File: src/rtl/vedic_div_8by4.sv
`default_nettype none
// +-----------------------------------------------------------------------------+
// | Module   : vedic_div_8by4                                                   |
// | Function : Iterative restoring divider, one quotient bit per CALC cycle.    |
// |            Define VEDIC_DIV_ZERO_DETECT_EN to short-circuit divisor == 0.   |
// | Revision : 1.0 - initial release                                            |
// +-----------------------------------------------------------------------------+
module vedic_div_8by4 #(
    parameter int DIVIDEND_W = 8,
    parameter int DIVISOR_W  = 4
) (
    input  logic                  clk,
    input  logic                  rst,
    input  logic                  start,
    input  logic [DIVIDEND_W-1:0] dividend,
    input  logic [DIVISOR_W-1:0]  divisor,
    output logic                  busy,
    output logic                  done,
    output logic [DIVIDEND_W-1:0] quotient,
    output logic [DIVISOR_W-1:0]  remainder,
    output logic                  div_by_zero
);

    localparam int         c_CNT_W = $clog2(DIVIDEND_W + 1);
    localparam logic [1:0] c_IDLE  = 2'd0;
    localparam logic [1:0] c_CALC  = 2'd1;
    localparam logic [1:0] c_DONE  = 2'd2;

    logic [1:0]            r_state;
    logic [1:0]            w_state_nxt;
    logic [DIVIDEND_W-1:0] r_dvd;
    logic [DIVISOR_W-1:0]  r_dvs;
    logic [DIVISOR_W:0]    r_prem;
    logic [c_CNT_W-1:0]    r_cnt;
    logic [DIVIDEND_W-1:0] r_quo;
    logic [DIVISOR_W-1:0]  r_rem;
    logic                  w_accept;
    logic                  w_last;
    logic                  w_zero_in;
    logic [DIVISOR_W:0]    w_shift;
    logic                  w_ge;
    logic [DIVISOR_W:0]    w_step;

    assign w_accept = start && ((r_state == c_IDLE) || (r_state == c_DONE));
    assign w_last   = (r_state == c_CALC) && (r_cnt == c_CNT_W'(DIVIDEND_W - 1));

`ifdef VEDIC_DIV_ZERO_DETECT_EN
    assign w_zero_in = (divisor == '0);
`else
    assign w_zero_in = 1'b0;
`endif

    // Dividend register shifts out its MSB and collects quotient bits at the LSB.
    assign w_shift = {r_prem[DIVISOR_W-1:0], r_dvd[DIVIDEND_W-1]};
    assign w_ge    = (w_shift >= {1'b0, r_dvs});
    assign w_step  = w_ge ? (w_shift - {1'b0, r_dvs}) : w_shift;

    always_ff @(posedge clk or posedge rst) begin
        if (rst) begin
            r_state <= c_IDLE;
        end else begin
            r_state <= w_state_nxt;
        end
    end

    always_comb begin
        w_state_nxt = r_state;
        case (r_state)
            c_IDLE: begin
                if (start) w_state_nxt = w_zero_in ? c_DONE : c_CALC;
            end
            c_CALC: begin
                if (w_last) w_state_nxt = c_DONE;
            end
            c_DONE: begin
                if (start) w_state_nxt = w_zero_in ? c_DONE : c_CALC;
                else       w_state_nxt = c_IDLE;
            end
            default: w_state_nxt = c_IDLE;
        endcase
    end

`ifdef VEDIC_DIV_ZERO_DETECT_EN
    logic r_dbz;
`endif

    always_ff @(posedge clk or posedge rst) begin
        if (rst) begin
            r_dvd  <= '0;
            r_dvs  <= '0;
            r_prem <= '0;
            r_cnt  <= '0;
            r_quo  <= '0;
            r_rem  <= '0;
`ifdef VEDIC_DIV_ZERO_DETECT_EN
            r_dbz  <= 1'b0;
`endif
        end else if (w_accept) begin
            r_dvd  <= dividend;
            r_dvs  <= divisor;
            r_prem <= '0;
            r_cnt  <= '0;
            if (w_zero_in) begin
                r_quo <= '1;
                r_rem <= '0;
`ifdef VEDIC_DIV_ZERO_DETECT_EN
                r_dbz <= 1'b1;
`endif
            end
        end else if (r_state == c_CALC) begin
            r_dvd  <= {r_dvd[DIVIDEND_W-2:0], w_ge};
            r_prem <= w_step;
            r_cnt  <= r_cnt + 1'b1;
            if (w_last) begin
                r_quo <= {r_dvd[DIVIDEND_W-2:0], w_ge};
                // A zero divisor leaves dividend bits in the partial remainder; report 0.
                r_rem <= (r_dvs == '0) ? '0 : w_step[DIVISOR_W-1:0];
`ifdef VEDIC_DIV_ZERO_DETECT_EN
                r_dbz <= 1'b0;
`endif
            end
        end
    end

    assign busy      = (r_state == c_CALC);
    assign done      = (r_state == c_DONE);
    assign quotient  = r_quo;
    assign remainder = r_rem;
`ifdef VEDIC_DIV_ZERO_DETECT_EN
    assign div_by_zero = r_dbz;
`else
    assign div_by_zero = 1'b0;
`endif

endmodule
`default_nettype wire
File: config.mk
export PLATFORM = sky130hd
export DESIGN_NAME = vedic_div_8by4
export DESIGN_NICKNAME = d
export VERILOG_FILES = /design/src/rtl/vedic_div_8by4.sv
export SDC_FILE = /design/constraint.sdc
export NUM_CORES = 1
export LEC_CHECK = 0
export CAP_MARGIN = 20
export CORE_ASPECT_RATIO = 0.6
export CORE_UTILIZATION = 45
export DETAILED_ROUTE_END_ITERATION = 6
export PLACE_DENSITY = 0.71
export SKIP_LAST_GASP = 1
export SLEW_MARGIN = 20
export SYNTH_ARGS = -nofsm -noshare
export SYNTH_HDL_FRONTEND = slang
export SYNTH_SLANG_ARGS = --single-unit
export TNS_END_PERCENT = 20
File: constraint.sdc
create_clock -name clk -period 4.6 [get_ports clk]
set_input_delay 0.92 -clock clk [delete_from_list [all_inputs] [get_ports clk]]
set_output_delay 0.92 -clock clk [all_outputs]
set_load 0.03 [all_outputs]
* After elaboration in Yosys (flattened, before gate mapping)
Cells that the tools add are included.
** Storage, ports and cells
- Register bits after elaboration :: 34
- Input bits :: 15
- Output and inout bits :: 15
- Word-level logic and storage cells :: 36
** Cells by class
- Add/subtract/negate cells :: 2
- $lt $le $gt $ge :: 1
- Equal/unequal tests :: 5
- Multiplexer cells :: 12
- Bitwise operators :: 1
- Reduce and logical (&&, ||, !) cells :: 8
** Operator list (number)
- two-way mux 4 bit :: 6
- two-way mux 8 bit :: 2
- case mux 2 bit (3 select lines) :: 1
- >= comparator 5 x 4 -> 1 bit :: 1
- adder 4 x 1 -> 4 bit (second input constant) :: 1
- equality test 4 x 3 -> 1 bit (second input constant) :: 1
- logical NOT 4 bit :: 1
- two-way mux 2 bit :: 2
- subtractor 4 bit :: 1
- AND reduction 3 bit :: 1
- equality test 2 x 1 -> 1 bit (second input constant) :: 1
- equality test 2 bit (second input constant) :: 1
- logical AND 1 bit :: 2
- logical NOT 2 bit :: 1
- inequality test 2 x 1 -> 1 bit (second input constant) :: 1
- inequality test 2 bit (second input constant) :: 1
- AND reduction 2 bit :: 1
- nonzero test 2 bit :: 1
- logical OR 1 bit :: 1
- two-way mux 1 bit :: 1
- inverter 1 bit :: 1

* Logic depth before layout (Yosys ltp)
- Depth after elaboration :: 5
- Depth in mapped cells :: 8
- Depth with buffers taken out :: 8

* Worst setup path before layout
OpenSTA, ideal clock, no wires.
- Path kind :: reg-to-output
- From :: register r_state[1]
- To :: output busy
- Data arrival time :: 0.904 ns
- Data required time :: 3.680 ns
- Slack :: 2.776 ns
- Cell stages (with the launch flop) :: 4
- Path buffers :: 1
- Cells stage by stage :: dfrtp_1 -> nand2b_1 -> inv_2 -> buf_2
** Between the ends
- Word-level cells in the longest chain between the ends :: 1
** RTL lines
- start, declared :: line 29 : logic [1:0] r_state;
- start signal, assigned :: line 60 : r_state <= c_IDLE;
- start signal, assigned :: line 62 : r_state <= w_state_nxt;
- equality test 2 x 1 -> 1 bit :: line 125 : assign busy = (r_state == c_CALC);
- end, declared :: line 17 : output logic busy,
No other way between the ends.

* Final worst setup path
Same ends and word-level chain as after synthesis.

==> summary.md <==
| Metric | Value |
|---|---|
| Required @ worst endpoint | `3.68 ns` |
| Max Cap Viol | `0` |
| RSZ-0062 raised after global routing | `no` |
| Clk_skew | `0.0106 ns` |
| Die width | `78.6 µm` |
| Mux cell area share after synthesis | `around 2.5%` |
| Die height | `48.0 µm` |
| Post-synth EDFFs | `0` |
| Synth async-reset ratio | `100%` |
| Actual slew at the worst max-slew pin | `roughly 0.92 ns` |
| Largest net degree at the start of global routing | `27` |
| # setup viols final | `0` |
| CP peak stage delay | `0.73 ns` |
| Pre-CTS WS | `1.86 ns` |
| Area of the mapped netlist | `about 1600 µm²` |
| Top cells by area, synth | `dfrtp_1 (54%), nand2_1 (13%), ha_1 (3.9%)` |
| Root Driver | `clkbuf_8` |
| Die area | `between 3000 and 4000 µm²` |
| Syn nets | `around 190` |
| Primary FF master, synth | `dfrtp_1` |
| Setup TNS | `0 ns` |
| Simple-gate area share of the yosys netlist | `19.4%` |
| Initial antenna violation count | `0` |
| Final #Nets | `219` |
| Synth Area in XOR/XNOR | `1.66%` |
| Antenna Nets Post-Route | `0` |
| Gr ovfl total | `0` |
| Vias in the first global route | `1069` |
| Syn avg cell area | `9.44 µm²` |
| Status | `completed` |
| Initial Utilization | `between 40 and 50%` |
| Leakage | `0.952 nW` |
| Slew Limit Headroom | `38.1%` |
| Area grow syn2layout | `26.7%` |
| Via density | `5.09` |
| Share of layout cells above drive strength 1 | `8.04%` |
| Synthesis warning total | `0` |
| Largest family of logic cells by synthesized area | `simple AND/OR/NAND/NOR gates` |
| Avg WL per Cell | `14.1 µm` |
| CTS tree | `built` |
| Total GRT Usage | `about a fifth` |
| Slowest CP cell | `clkdlybuf4s50_1` |
| Post-CTS Setup Bufs | `0` |
| DRT iter0 DRCs | `64` |
| Synth Area in Compound Gates | `roughly an eighth` |
| Row count | `16` |
| Total vias in the final route | `1243` |
| Crit end category | `primary output` |
| Achievable frequency | `331 MHz` |
| Startpoint types | `flop` |
| Seq/Total Area, Yosys | `between 50 and 60%` |
| Final Hold Fails | `0` |
| IO Pins | `30` |
| Cell Chain, Critical Path | `nand2b_1 -> inv_2 -> clkdlybuf4s50_1` |
| Seq cells post-synth | `34` |
| Cells after Synth | `168` |
| HP Class | `flop to flop` |
| DRC | `0` |
| N_diodes | `0` |
| Adder-cell share of the synthesized area | `5.21%` |
| Global placer's final weighted congestion | `0.764` |
| Crit Path Class | `flop to primary output` |
| Post-route minimum period | `slightly above 3 ns` |
| Drt total wl | `3.44 mm` |
| Crit Path Max Fanout | `16` |
| Power Density | `around 840 nW/µm²` |
| Count of cell types in the netlist | `32` |
| Slew Limit Fails | `0` |
| CORE AREA | `around 3300 µm²` |
| TritonRoute pass-1 iters | `4` |
| H-Tree Depth | `2` |
| Post-cts sizing count | `0` |
| Clk sinks | `34` |
| First-pass GRT wire length | `5.42 mm` |
| Synth area leader | `dfrtp_1` |
| Top-count cell post-synth | `nand2_1` |
| Port Buffers | `28` |
| Num CTS Buffers | `5` |
| Cts hold-fix bufs | `0` |
| Final HPWL DP | `2.62 mm` |
| Top-area cell type share of the netlist area | `53.7%` |
| Worst VDD drop | `between 0.0003 and 0.0004 V` |
| Setup ws final | `1.58 ns` |
| Clock transition at path regs | `0.07 ns` |
| Arrival @ worst endpoint | `between 2 and 2.5 ns` |
| Clock Latency Late Sink | `0.28 ns` |
| Tcrit/Tclk final | `~66%` |
| Clk buf depth | `2` |
| Top cells by count, synth | `nand2_1 (55), dfrtp_1 (34), nor2_1 (10), o21ai_1 (10), inv_1 (8)` |
cells in the final DEF, fill, tap and decap left out, types with 2 or more instances in the layout:
cell | netlist | final
inv_1 | 8 | 8
xnor2_1 | 2 | 2
mux2i_1 | 4 | 4
clkdlybuf4s50_1 | 0 | 28
dfrtp_1 | 34 | 34
clkbuf_8 | 0 | 5
o21ai_1 | 10 | 10
nand2b_1 | 3 | 3
ha_1 | 5 | 5
inv_2 | 2 | 2
clkbuf_1 | 4 | 2
nand2_1 | 55 | 55
nor2b_1 | 2 | 2
a22o_1 | 3 | 3
nor2_1 | 10 | 10
a31oi_1 | 6 | 6
o21ai_2 | 3 | 3
cell type report:
class / count / area (µm²)
clock buffers: 7 / 76.3
clock inverters: 1 / 30.0
fillers: 282 / 1290
inverters: 10 / 37.5
multi-input cells: 118 / 669
flip-flops and latches: 34 / 851
well taps: 45 / 56.3
repair buffers: 29 / 288
final timing paths:
path / start / end / slack (ns) / cells past startpoint
min in group asynchronous: rst / quotient[5] / 0.88 / 2
setup / recovery: r_state[1] / busy / 1.58 / 3
setup reg to reg: r_state[0] / remainder[0] / 2.22 / 7
max in group asynchronous: rst / remainder[0] / 3.06 / 3
hold / removal: quotient[6] / quotient[6] / 0.48 / 2
hold reg to reg: quotient[6] / quotient[6] / 0.48 / 2
power by group:
| part | internal (mW) | switching, mW |
|---|---|---|
| sequential | 0.446 | 0.105 |
| clock | 0.162 | 0.104 |
| combinational | 0.370 | 0.495 |
| total | 0.978 | 0.704 |
critical path: cells and delay by family, from the launching register on:
family / cells / cell delay, ns
buffers and inverters: 2 / 1.07
AND/OR/NAND/NOR: 1 / 0.38
flip-flops: 1 / 0.37
stage by stage:
step | util, % | area (µm²) | power, mW | instances | hold WS [ns]
6_report | 60.8 | 2010 | 1.68 | 244 | 0.476
3_3_place_gp | 57.6 | 1900 | 1.39 | 236 | 0.456
2_1_floorplan | - | 1590 | 1.16 | 168 | 0.446
3_5_place_dp | 57.6 | 1900 | 1.42 | 236 | 0.467
5_1_grt | 60.8 | 2010 | 1.81 | 244 | 0.512
4_1_cts | 60.8 | 2010 | 1.69 | 244 | 0.484
per-layer routing:
layer	global-route usage (%)	wire length, µm	vias up
met5	0	0	-
met4	7.04	14	0
met3	5.71	132	2
met1	31.0	1820	600
met2	28.2	1470	29
li1	-	-	612
registers in the layout (all words and copies together), names as in the netlist:
name       count
r_dvs          4
remainder      4
r_dvd          8
r_prem         4
quotient       8
r_state        2
r_cnt          4
cell families (layout without fill, tap and decap cells):
logic type,Yosys count,after routing
mux,4,4
other cells,1,1
compound gates,29,29
fa+ha+maj,6,6
simple gates,75,75
buf+inv,16,47
xor+xnor,3,3
flops,34,34
Note: power is estimated with default switching activity, not from simulation.
